==> src/rtl/ball_controller.sv <==
// Per-frame ball physics: steps the ball on each FRAME_DONE, bounces it off walls,
// paddle and live blocks, and reports block hits and ball loss.
module ball_controller #(
  parameter int unsigned SCREEN_W   = 800,
  parameter int unsigned SCREEN_H   = 600,
  parameter int unsigned BALL_SIZE  = 8,
  parameter int unsigned PADDLE_Y   = 568,
  parameter int unsigned PADDLE_W   = 64,
  parameter int unsigned SPEED      = 4,
  parameter int unsigned BLOCK_X0   = 16,
  parameter int unsigned BLOCK_Y0   = 64,
  parameter int unsigned BLOCK_W    = 64,
  parameter int unsigned BLOCK_H    = 16,
  parameter int unsigned BLOCK_COLS = 12,
  parameter int unsigned BLOCK_ROWS = 8
) (
  input  logic       CLK,
  input  logic       RESET,
  input  logic       FRAME_DONE,
  input  logic       LAUNCH,
  input  logic [9:0] PADDLE_X_PIXEL,
  output logic [6:0] BLOCK_ADDR,
  input  logic       BLOCK_ALIVE,
  output logic       BLOCK_KILL,
  output logic [9:0] BALL_X_PIXEL,
  output logic [9:0] BALL_Y_PIXEL,
  output logic       HIT,
  output logic       BALL_LOST,
  output logic       BUSY
);

  localparam int unsigned BW_SH = $clog2(BLOCK_W);
  localparam int unsigned BH_SH = $clog2(BLOCK_H);

  localparam logic signed [11:0] C_SPEED    = 12'(SPEED);
  localparam logic signed [11:0] C_BALL     = 12'(BALL_SIZE);
  localparam logic signed [11:0] C_HALF     = 12'(BALL_SIZE / 2);
  localparam logic signed [11:0] C_XMAX     = 12'(SCREEN_W - BALL_SIZE);
  localparam logic signed [11:0] C_SCREEN_H = 12'(SCREEN_H);
  localparam logic signed [11:0] C_PADDLE_Y = 12'(PADDLE_Y);
  localparam logic signed [11:0] C_PADDLE_W = 12'(PADDLE_W);
  localparam logic signed [11:0] C_PHALF    = 12'(PADDLE_W / 2);
  localparam logic signed [11:0] C_BX0      = 12'(BLOCK_X0);
  localparam logic signed [11:0] C_BY0      = 12'(BLOCK_Y0);
  localparam logic signed [11:0] C_GRID_W   = 12'(BLOCK_W * BLOCK_COLS);
  localparam logic signed [11:0] C_GRID_H   = 12'(BLOCK_H * BLOCK_ROWS);

  localparam logic [9:0] RST_X = 10'(SCREEN_W / 2 - BALL_SIZE / 2);
  localparam logic [9:0] RST_Y = 10'(PADDLE_Y - BALL_SIZE);

  typedef enum logic [1:0] {WAIT, CALC, LOOKUP, RESOLVE} state_t;

  state_t state;
  logic   moving, launch_q;
  logic   dx_pos, dy_pos;

  logic signed [11:0] cand_x, cand_y;
  logic               cand_dx_pos, cand_dy_pos, cand_lost, cand_blk;

  logic signed [11:0] px, ox, oy, nx, ny, hx, gx, gy;
  logic               ndx_pos, ndy_pos, c_lost, c_in_grid;
  logic [6:0]         c_row, c_col, c_addr;

  // Candidate step with wall, ceiling and paddle corrections applied in order
  always_comb begin
    px      = $signed({2'b00, PADDLE_X_PIXEL});
    ox      = $signed({2'b00, BALL_X_PIXEL});
    oy      = $signed({2'b00, BALL_Y_PIXEL});
    ndx_pos = dx_pos;
    ndy_pos = dy_pos;
    nx      = dx_pos ? ox + C_SPEED : ox - C_SPEED;
    ny      = dy_pos ? oy + C_SPEED : oy - C_SPEED;
    if (nx[11]) begin
      nx      = '0;
      ndx_pos = 1'b1;
    end
    if (nx > C_XMAX) begin
      nx      = C_XMAX;
      ndx_pos = 1'b0;
    end
    if (ny[11]) begin
      ny      = '0;
      ndy_pos = 1'b1;
    end
    if (ndy_pos && (oy + C_BALL <= C_PADDLE_Y) && (ny + C_BALL >= C_PADDLE_Y) &&
        (nx + C_BALL > px) && (nx < px + C_PADDLE_W)) begin
      ny      = C_PADDLE_Y - C_BALL;
      ndy_pos = 1'b0;
    end
    c_lost    = (ny >= C_SCREEN_H);
    gx        = nx + C_HALF - C_BX0;
    gy        = ny + C_HALF - C_BY0;
    c_in_grid = !c_lost && !gx[11] && (gx < C_GRID_W) && !gy[11] && (gy < C_GRID_H);
    c_col     = 7'(gx >>> BW_SH);
    c_row     = 7'(gy >>> BH_SH);
    c_addr    = c_row * 7'(BLOCK_COLS) + c_col;
    hx        = px + C_PHALF - C_HALF;
    if (hx > C_XMAX) hx = C_XMAX;
    if (hx[11])      hx = '0;
  end

  // Frame sequencer: WAIT -> CALC -> LOOKUP -> RESOLVE, commit on the RESOLVE edge
  always_ff @(posedge CLK or posedge RESET) begin
    if (RESET) begin
      state        <= WAIT;
      moving       <= 1'b0;
      launch_q     <= 1'b0;
      dx_pos       <= 1'b1;
      dy_pos       <= 1'b0;
      BALL_X_PIXEL <= RST_X;
      BALL_Y_PIXEL <= RST_Y;
      BLOCK_ADDR   <= '0;
      BLOCK_KILL   <= 1'b0;
      HIT          <= 1'b0;
      BALL_LOST    <= 1'b0;
      BUSY         <= 1'b0;
      cand_x       <= '0;
      cand_y       <= '0;
      cand_dx_pos  <= 1'b1;
      cand_dy_pos  <= 1'b0;
      cand_lost    <= 1'b0;
      cand_blk     <= 1'b0;
    end else begin
      BLOCK_KILL <= 1'b0;
      HIT        <= 1'b0;
      BALL_LOST  <= 1'b0;
      unique case (state)
        WAIT: begin
          if (FRAME_DONE) begin
            state    <= CALC;
            BUSY     <= 1'b1;
            launch_q <= LAUNCH;
          end
        end
        CALC: begin
          state <= LOOKUP;
          if (moving) begin
            cand_x      <= nx;
            cand_y      <= ny;
            cand_dx_pos <= ndx_pos;
            cand_dy_pos <= ndy_pos;
            cand_lost   <= c_lost;
            cand_blk    <= c_in_grid;
            if (c_in_grid) BLOCK_ADDR <= c_addr;
          end else begin
            // Held ball rides the paddle; no lookup, direction untouched
            cand_x      <= hx;
            cand_y      <= C_PADDLE_Y - C_BALL;
            cand_dx_pos <= dx_pos;
            cand_dy_pos <= dy_pos;
            cand_lost   <= 1'b0;
            cand_blk    <= 1'b0;
          end
        end
        LOOKUP: state <= RESOLVE;
        RESOLVE: begin
          state        <= WAIT;
          BUSY         <= 1'b0;
          BALL_X_PIXEL <= 10'(cand_x);
          if (cand_lost) begin
            BALL_LOST    <= 1'b1;
            moving       <= 1'b0;
            dx_pos       <= 1'b1;
            dy_pos       <= 1'b0;
            BALL_Y_PIXEL <= 10'(cand_y);
          end else if (cand_blk && BLOCK_ALIVE) begin
            // Bounce back: keep the old y, flip vertical direction
            BLOCK_KILL <= 1'b1;
            HIT        <= 1'b1;
            dx_pos     <= cand_dx_pos;
            dy_pos     <= !cand_dy_pos;
          end else begin
            BALL_Y_PIXEL <= 10'(cand_y);
            dx_pos       <= cand_dx_pos;
            dy_pos       <= cand_dy_pos;
          end
          if (!moving && launch_q) moving <= 1'b1;
        end
        default: state <= WAIT;
      endcase
    end
  end

endmodule

==> config.mk <==
export PLATFORM = sky130hd
export DESIGN_NAME = ball_controller
export DESIGN_NICKNAME = d
export VERILOG_FILES = /design/src/rtl/ball_controller.sv
export SDC_FILE = /design/constraint.sdc
export NUM_CORES = 1
export LEC_CHECK = 0
export ABC_AREA = 1
export CORE_UTILIZATION = 38
export DETAILED_ROUTE_END_ITERATION = 7
export HOLD_SLACK_MARGIN = 0.08
export PLACE_DENSITY = 0.56
export SETUP_SLACK_MARGIN = 0.4
export SLEW_MARGIN = 0
export SYNTH_ARGS = -nofsm -noshare
export SYNTH_HDL_FRONTEND = slang
export SYNTH_SLANG_ARGS = --single-unit
==> constraint.sdc <==
create_clock -name CLK -period 6.5 [get_ports CLK]
set_clock_uncertainty 0.05 [all_clocks]
set_input_delay 1.3 -clock CLK [delete_from_list [all_inputs] [get_ports CLK]]
set_output_delay 1.3 -clock CLK [all_outputs]
set_load 0.01 [all_outputs]
==> flow_metrics.env, run 1 <==
export IMPL_end_kind="flop"
export IMPL_place_gp_congestion=0.941
export IMPL_wl_per_cell_um=15.4
export IMPL_timing_fmax_mhz=174
export IMPL_rows=41
export IMPL_max_cap_viol_count=0
export IMPL_initial_utilization_pct=39.0
export IMPL_r2r_slack_ns=0.76
export IMPL_fin_crit_sh_pct=88.3
export IMPL_drive_gt1_share_pct=14.6
export IMPL_first_global_vias=4589
export IMPL_crit_fanout=8
export IMPL_crit_top_cell="nand2_2"
export IMPL_critPathMaxStageDelay_ns=0.52
export IMPL_cts_sinks=60
export IMPL_port_buffers=45
export IMPL_hpwl_um=10800
export IMPL_area_delta_synth_final_pct=24.6
export IMPL_avgSynthCellArea_um2=7.11
export IMPL_synth_top_area_share_pct=25.8
export IMPL_cp_arrival_ns=5.96
export IMPL_ctsHoldBuffers=0
export IMPL_io_pins=46
export IMPL_cts_root_buf="clkbuf_16"
export IMPL_diodes=0
export IMPL_synth_area_um2=4950
export IMPL_min_path_cells=2
export IMPL_syn_num_nets=756
export IMPL_status="finished clean"
export IMPL_clockBufferDepth=2
export IMPL_min_period_ns=5.74
export IMPL_synth_seq_cells=60
export IMPL_drtIter0Drc=409
export IMPL_drtPass1Iterations=6
export IMPL_final_hold_violation_count=0
export IMPL_grt_max_degree=61
export IMPL_synthArstFlopShare_pct=100
export IMPL_cp_start_kind="flop"
export IMPL_clk_pin_slew_ns=0.06
export IMPL_die_x_um=116
export IMPL_hp_class="reg2reg"
export IMPL_dr_total_vias=4817
export IMPL_htreeDepth=3
export IMPL_fin_setup_tns_ns=0
export IMPL_required_ns=6.72
export IMPL_cts_tree="built"
export IMPL_r2r_cells=36
export IMPL_grt_overflow=0
export IMPL_rsz0062_at_grt="no"
export IMPL_drc=0
export IMPL_yosysWarnings=0
export IMPL_synthCells=696
export IMPL_synth_seq_area_share_pct=30.6
export IMPL_cts_buffers=9
export IMPL_netlist_cell_type_count=50
export IMPL_die_area_um2=13500
export IMPL_slowest_stage="fa_2"
export IMPL_finalSetupViolCount=0
export IMPL_synth_flop_cell="dfrtp_1"
export IMPL_grt_usage_pct=22.3
export IMPL_criticalPathCategory="reg2reg"
export IMPL_core_um2=12700
export IMPL_fin_nets=816
export IMPL_wirelength_um=14300
export IMPL_synth_edff_count=0
export IMPL_worst_pin_slew_ns=0.810
export IMPL_synth_area_leaders="dfrtp_1 (26%), nand2_1 (14%), ha_1 (11%)"
export IMPL_grt_pass1_wl_um=22900
export IMPL_insertion_delay_ns=0.33
export IMPL_drv_slew=0
export IMPL_synth_largest_area_cell="dfrtp_1"
export IMPL_antenna_found_initial=0
export IMPL_fp_dieH_um=116
export IMPL_ant_nets=0
export IMPL_max_slew_margin_pct=46.0
export IMPL_via_per_inst=5.16
## registers in the layout, indices dropped and copies added, names as in the netlist, 2 cells and up
name          cells
BALL_X_PIXEL     10
state             2
cand_y           10
BLOCK_ADDR        7
BALL_Y_PIXEL     10
cand_x           10
## area by class of cell
cell class | count | area (um2)
fill | 1266 | 6510
multi-input combinational | 506 | 3100
sequential | 60 | 1510
timing repair buffer | 60 | 563
inverter | 119 | 450
clock buffer | 9 | 225
tap | 172 | 215
clock inverter | 7 | 98.8
## metal layers
metal | GRT usage, % | routed length [um] | vias up
met2 | 37.4 | 7020 | 162
li1 | - | - | 2380
met4 | 6.75 | 193 | 0
met1 | 29.1 | 6500 | 2254
met3 | 3.97 | 638 | 21
met5 | 0 | 0 | -
## path summary, 6_finish.rpt
kind	end	start
setup / recovery	BLOCK_ADDR[6]$_DFFE_PP0P_	BALL_X_PIXEL[2]$_DFFE_PP1P_
hold / removal	BLOCK_ADDR[2]$_DFFE_PP0P_	BLOCK_ADDR[2]$_DFFE_PP0P_
setup reg to reg	BLOCK_ADDR[6]$_DFFE_PP0P_	BALL_X_PIXEL[2]$_DFFE_PP1P_
hold reg to reg	BLOCK_ADDR[2]$_DFFE_PP0P_	BLOCK_ADDR[2]$_DFFE_PP0P_
max in group asynchronous	cand_y[9]$_DFFE_PP0P_	RESET
min in group asynchronous	state[0]$_DFFE_PP0P_	RESET
## per-stage QoR
| step | util [%] | setup slack, ns | cells | hold slack (ns) | cell area [um2] |
|---|---|---|---|---|---|
| global route | 48.6 | 0.337 | 933 | 0.444 | 6160 |
| CTS | 46.5 | 0.415 | 919 | 0.436 | 5900 |
| finish | 48.6 | 0.761 | 933 | 0.428 | 6160 |
| global placement | 43.9 | 0.449 | 903 | 0.412 | 5560 |
| detailed placement | 43.9 | 0.300 | 903 | 0.420 | 5560 |
| floorplan | - | 0.992 | 696 | 0.399 | 4950 |
## cells in the mapped netlist (5+ instances only)
library cell,instances
o221ai_1,5
o21ai_0,38
nand2_2,10
nand2_1,186
dfstp_2,9
o22ai_1,9
inv_1,107
ha_1,43
nor3_1,5
inv_2,9
nand3_2,8
dfrtp_1,51
xnor2_1,7
a21oi_1,25
nor2_1,47
nand3_1,51
xor2_1,14
clkbuf_1,7
nand4_1,13
## cells by family after synthesis
family,after synthesis,synth area share (%)
flops,60,30.6
fa+ha+maj,45,11.7
buf+inv,131,10.3
compound gates,99,11.9
xor+xnor,21,3.72
other cells,1,0.0758
simple gates,339,31.7
## critical path, delay by kind of cell, from the launching register on
kind	cells	cell delay, ns
flops	1	0.41
buf+inv	7	0.57
xor+xnor	3	0.45
compound gates	3	0.79
simple gates	18	1.94
fa+ha+maj	5	1.43
## layout by cell type, fill, tap and decap left out, types with 6 or more instances in the layout
cell type	synthesis	routed
dfstp_2	9	9
ha_1	43	39
buf_4	2	15
nand2_2	10	16
nand2_1	186	177
a21oi_1	25	25
clkbuf_16	0	9
nand3_1	51	49
o22ai_1	9	9
xnor2_1	7	7
nand3_4	2	6
inv_2	9	13
dfrtp_1	51	51
nand4_1	13	13
xor2_1	14	14
nor2_1	47	46
nand3_2	8	6
inv_1	107	102
clkdlybuf4s50_1	0	45
o21ai_0	38	36
## repair_timing
action	in CTS	in global routing
endpoints found under the setup margin	1	2
gates cloned	0	1
buffers inserted	0	13
pin swaps	0	21
resized for setup	2	37
Power of run 1 is left out: the tool's default activity adds up to more than one toggle a clock period on the data nets, which glitch-free logic cannot reach.
==> run 2, diff against run 1 <==
--- a/config.mk
+++ b/config.mk
@@ -6,12 +6,13 @@
 export NUM_CORES = 1
 export LEC_CHECK = 0
 export ABC_AREA = 1
-export CORE_UTILIZATION = 38
+export CORE_UTILIZATION = 59
 export DETAILED_ROUTE_END_ITERATION = 7
 export HOLD_SLACK_MARGIN = 0.08
-export PLACE_DENSITY = 0.56
+export PLACE_DENSITY = 0.81
 export SETUP_SLACK_MARGIN = 0.4
 export SLEW_MARGIN = 0
 export SYNTH_ARGS = -nofsm -noshare
 export SYNTH_HDL_FRONTEND = slang
 export SYNTH_SLANG_ARGS = --single-unit
+export TNS_END_PERCENT = 1
==> flow_metrics.env, run 2 (synthesized netlist as in run 1, its figures left out) <==
export IMPL_regArea_um2=1510
export IMPL_r2r_cells=36
export IMPL_status="finished clean"
export IMPL_slowest_stage="dfstp_2"
export IMPL_ctsHoldBuffers=0
export IMPL_die_x_um=93.6
export IMPL_die_area_um2=8750
export IMPL_grt_pass1_wl_um=21900
export IMPL_clk_pin_slew_ns=0.08
export IMPL_cts_tree="built"
export IMPL_finalSetupViolCount=0
export IMPL_path_buf_inv=7
export IMPL_max_slew_margin_pct=48.4
export IMPL_crit_top_cell="nand2_1"
export IMPL_timing_fmax_mhz=172
export IMPL_rsz0062_at_grt="no"
export IMPL_final_common_cell="nand2_1"
export IMPL_criticalPathCategory="reg2reg"
export IMPL_initial_utilization_pct=60.5
export IMPL_hp_class="reg2reg"
export IMPL_wl_per_cell_um=15.7
export IMPL_hpwl_um=10100
export IMPL_rows=33
export IMPL_antenna_found_initial=0
export IMPL_wirelength_um=13600
export IMPL_htreeDepth=3
export IMPL_drtPass1Iterations=5
export IMPL_fin_setup_tns_ns=0
export IMPL_ant_nets=0
export IMPL_port_buffers=45
export IMPL_drv_slew=0
export IMPL_drc=0
export IMPL_cts_sinks=60
export IMPL_io_pins=46
export IMPL_fin_nets=817
export IMPL_drive_gt1_share_pct=14.4
export IMPL_cts_root_buf="clkbuf_8"
export IMPL_critPathTopFamily="simple AND/OR/NAND/NOR gates"
export IMPL_final_hold_violation_count=0
export IMPL_fp_dieH_um=93.6
export IMPL_grt_overflow=0
export IMPL_end_kind="flop"
export IMPL_first_global_vias=4532
export IMPL_min_path_cells=2
export IMPL_worst_pin_slew_ns=0.774
export IMPL_insertion_delay_ns=0.36
export IMPL_max_cap_viol_count=0
export IMPL_clockBufferDepth=2
export IMPL_min_period_ns=5.81
export IMPL_cp_arrival_ns=6.06
export IMPL_critPathMaxStageDelay_ns=0.62
export IMPL_area_delta_synth_final_pct=20.3
export IMPL_required_ns=6.75
export IMPL_place_gp_congestion=0.961
export IMPL_diodes=0
export IMPL_grt_usage_pct=32.2
export IMPL_layout_common_cells="nand2_1 (179), inv_1 (103), dfrtp_1 (51)"
export IMPL_drtIter0Drc=307
export IMPL_cts_buffers=9
export IMPL_fin_crit_sh_pct=89.4
export IMPL_multiInputGateArea_um2=3080
export IMPL_cp_start_kind="flop"
export IMPL_core_um2=8180
export IMPL_grt_max_degree=61
export IMPL_fillers=662
export IMPL_crit_fanout=7
export IMPL_dr_total_vias=4907
export IMPL_worst_path_stages=36
export IMPL_via_per_inst=5.66
==> run 2: cell types whose count changed in the layout (fill, tap and decap cells not counted), moves of 2 or more <==
cell and delta:
nand2_1 +2, clkbuf_16 -9, o21ai_1 +2, o21ai_0 -2
nand2_2 -3, a21oi_1 -2, a21oi_2 +2, clkinv_4 +2
buf_4 +2, clkbuf_8 +9
==> run 2: stage by stage <==
stage / cell area, um2 / cells / utilization, % / hold slack, ns / setup slack [ns]
finish: 5950 / 867 / 72.8 / 0.435 / 0.691
global placement: 5490 / 837 / 67.1 / 0.414 / 0.531
global route: 5950 / 867 / 72.8 / 0.453 / 0.221
detailed placement: 5490 / 837 / 67.1 / 0.418 / 0.305
floorplan: 4950 / 696 / - / 0.399 / 0.992
CTS: 5710 / 855 / 69.9 / 0.434 / 0.444
==> run 2: worst reg2reg max path, delay by kind of cell (launching register included) <==
family / cells / cell delay (ns)
fa+ha+maj: 5 / 1.34
flops: 1 / 0.62
xor+xnor: 4 / 0.68
simple gates: 16 / 1.55
buf+inv: 7 / 0.71
compound gates: 4 / 0.83
==> run 2: repair_timing <==
| action | CTS | global route |
|---|---|---|
| buffers inserted | 2 | 12 |
| pin swaps | 1 | 15 |
| gates resized for setup | 1 | 37 |
| endpoints found under the setup margin | 1 | 3 |
==> run 2: cell type report <==
cell class / instances / area share, %
Tap cell: 105 / 2.21
Clock inverter: 7 / 1.30
Multi-Input combinational cell: 505 / 51.7
Sequential cell: 60 / 25.4
Inverter: 119 / 7.57
Clock buffer: 9 / 2.08
Timing Repair Buffer: 62 / 9.71
==> run 2: worst paths after layout <==
check,start,end,slack (ns)
setup / recovery,BALL_X_PIXEL[2]$_DFFE_PP1P_,BLOCK_ADDR[6]$_DFFE_PP0P_,0.69
hold reg to reg,cand_x[3]$_DFFE_PP0P_,cand_x[3]$_DFFE_PP0P_,0.44
hold / removal,cand_x[3]$_DFFE_PP0P_,cand_x[3]$_DFFE_PP0P_,0.44
max in group asynchronous,RESET,cand_x[7]$_DFFE_PP0P_,4.45
setup reg to reg,BALL_X_PIXEL[2]$_DFFE_PP1P_,BLOCK_ADDR[6]$_DFFE_PP0P_,0.69
min in group asynchronous,RESET,BALL_X_PIXEL[9]$_DFFE_PP0P_,1.45
==> run 2: metal layers <==
layer / share of wire, % / GRT usage, % / routed length (um)
met2: 45 / 50.4 / 6160
met4: 2.5 / 11.0 / 338
met3: 6.8 / 4.07 / 931
met1: 46 / 45.8 / 6200
met5: 0 / 0 / 0
Power of run 2 is left out for the same reason.
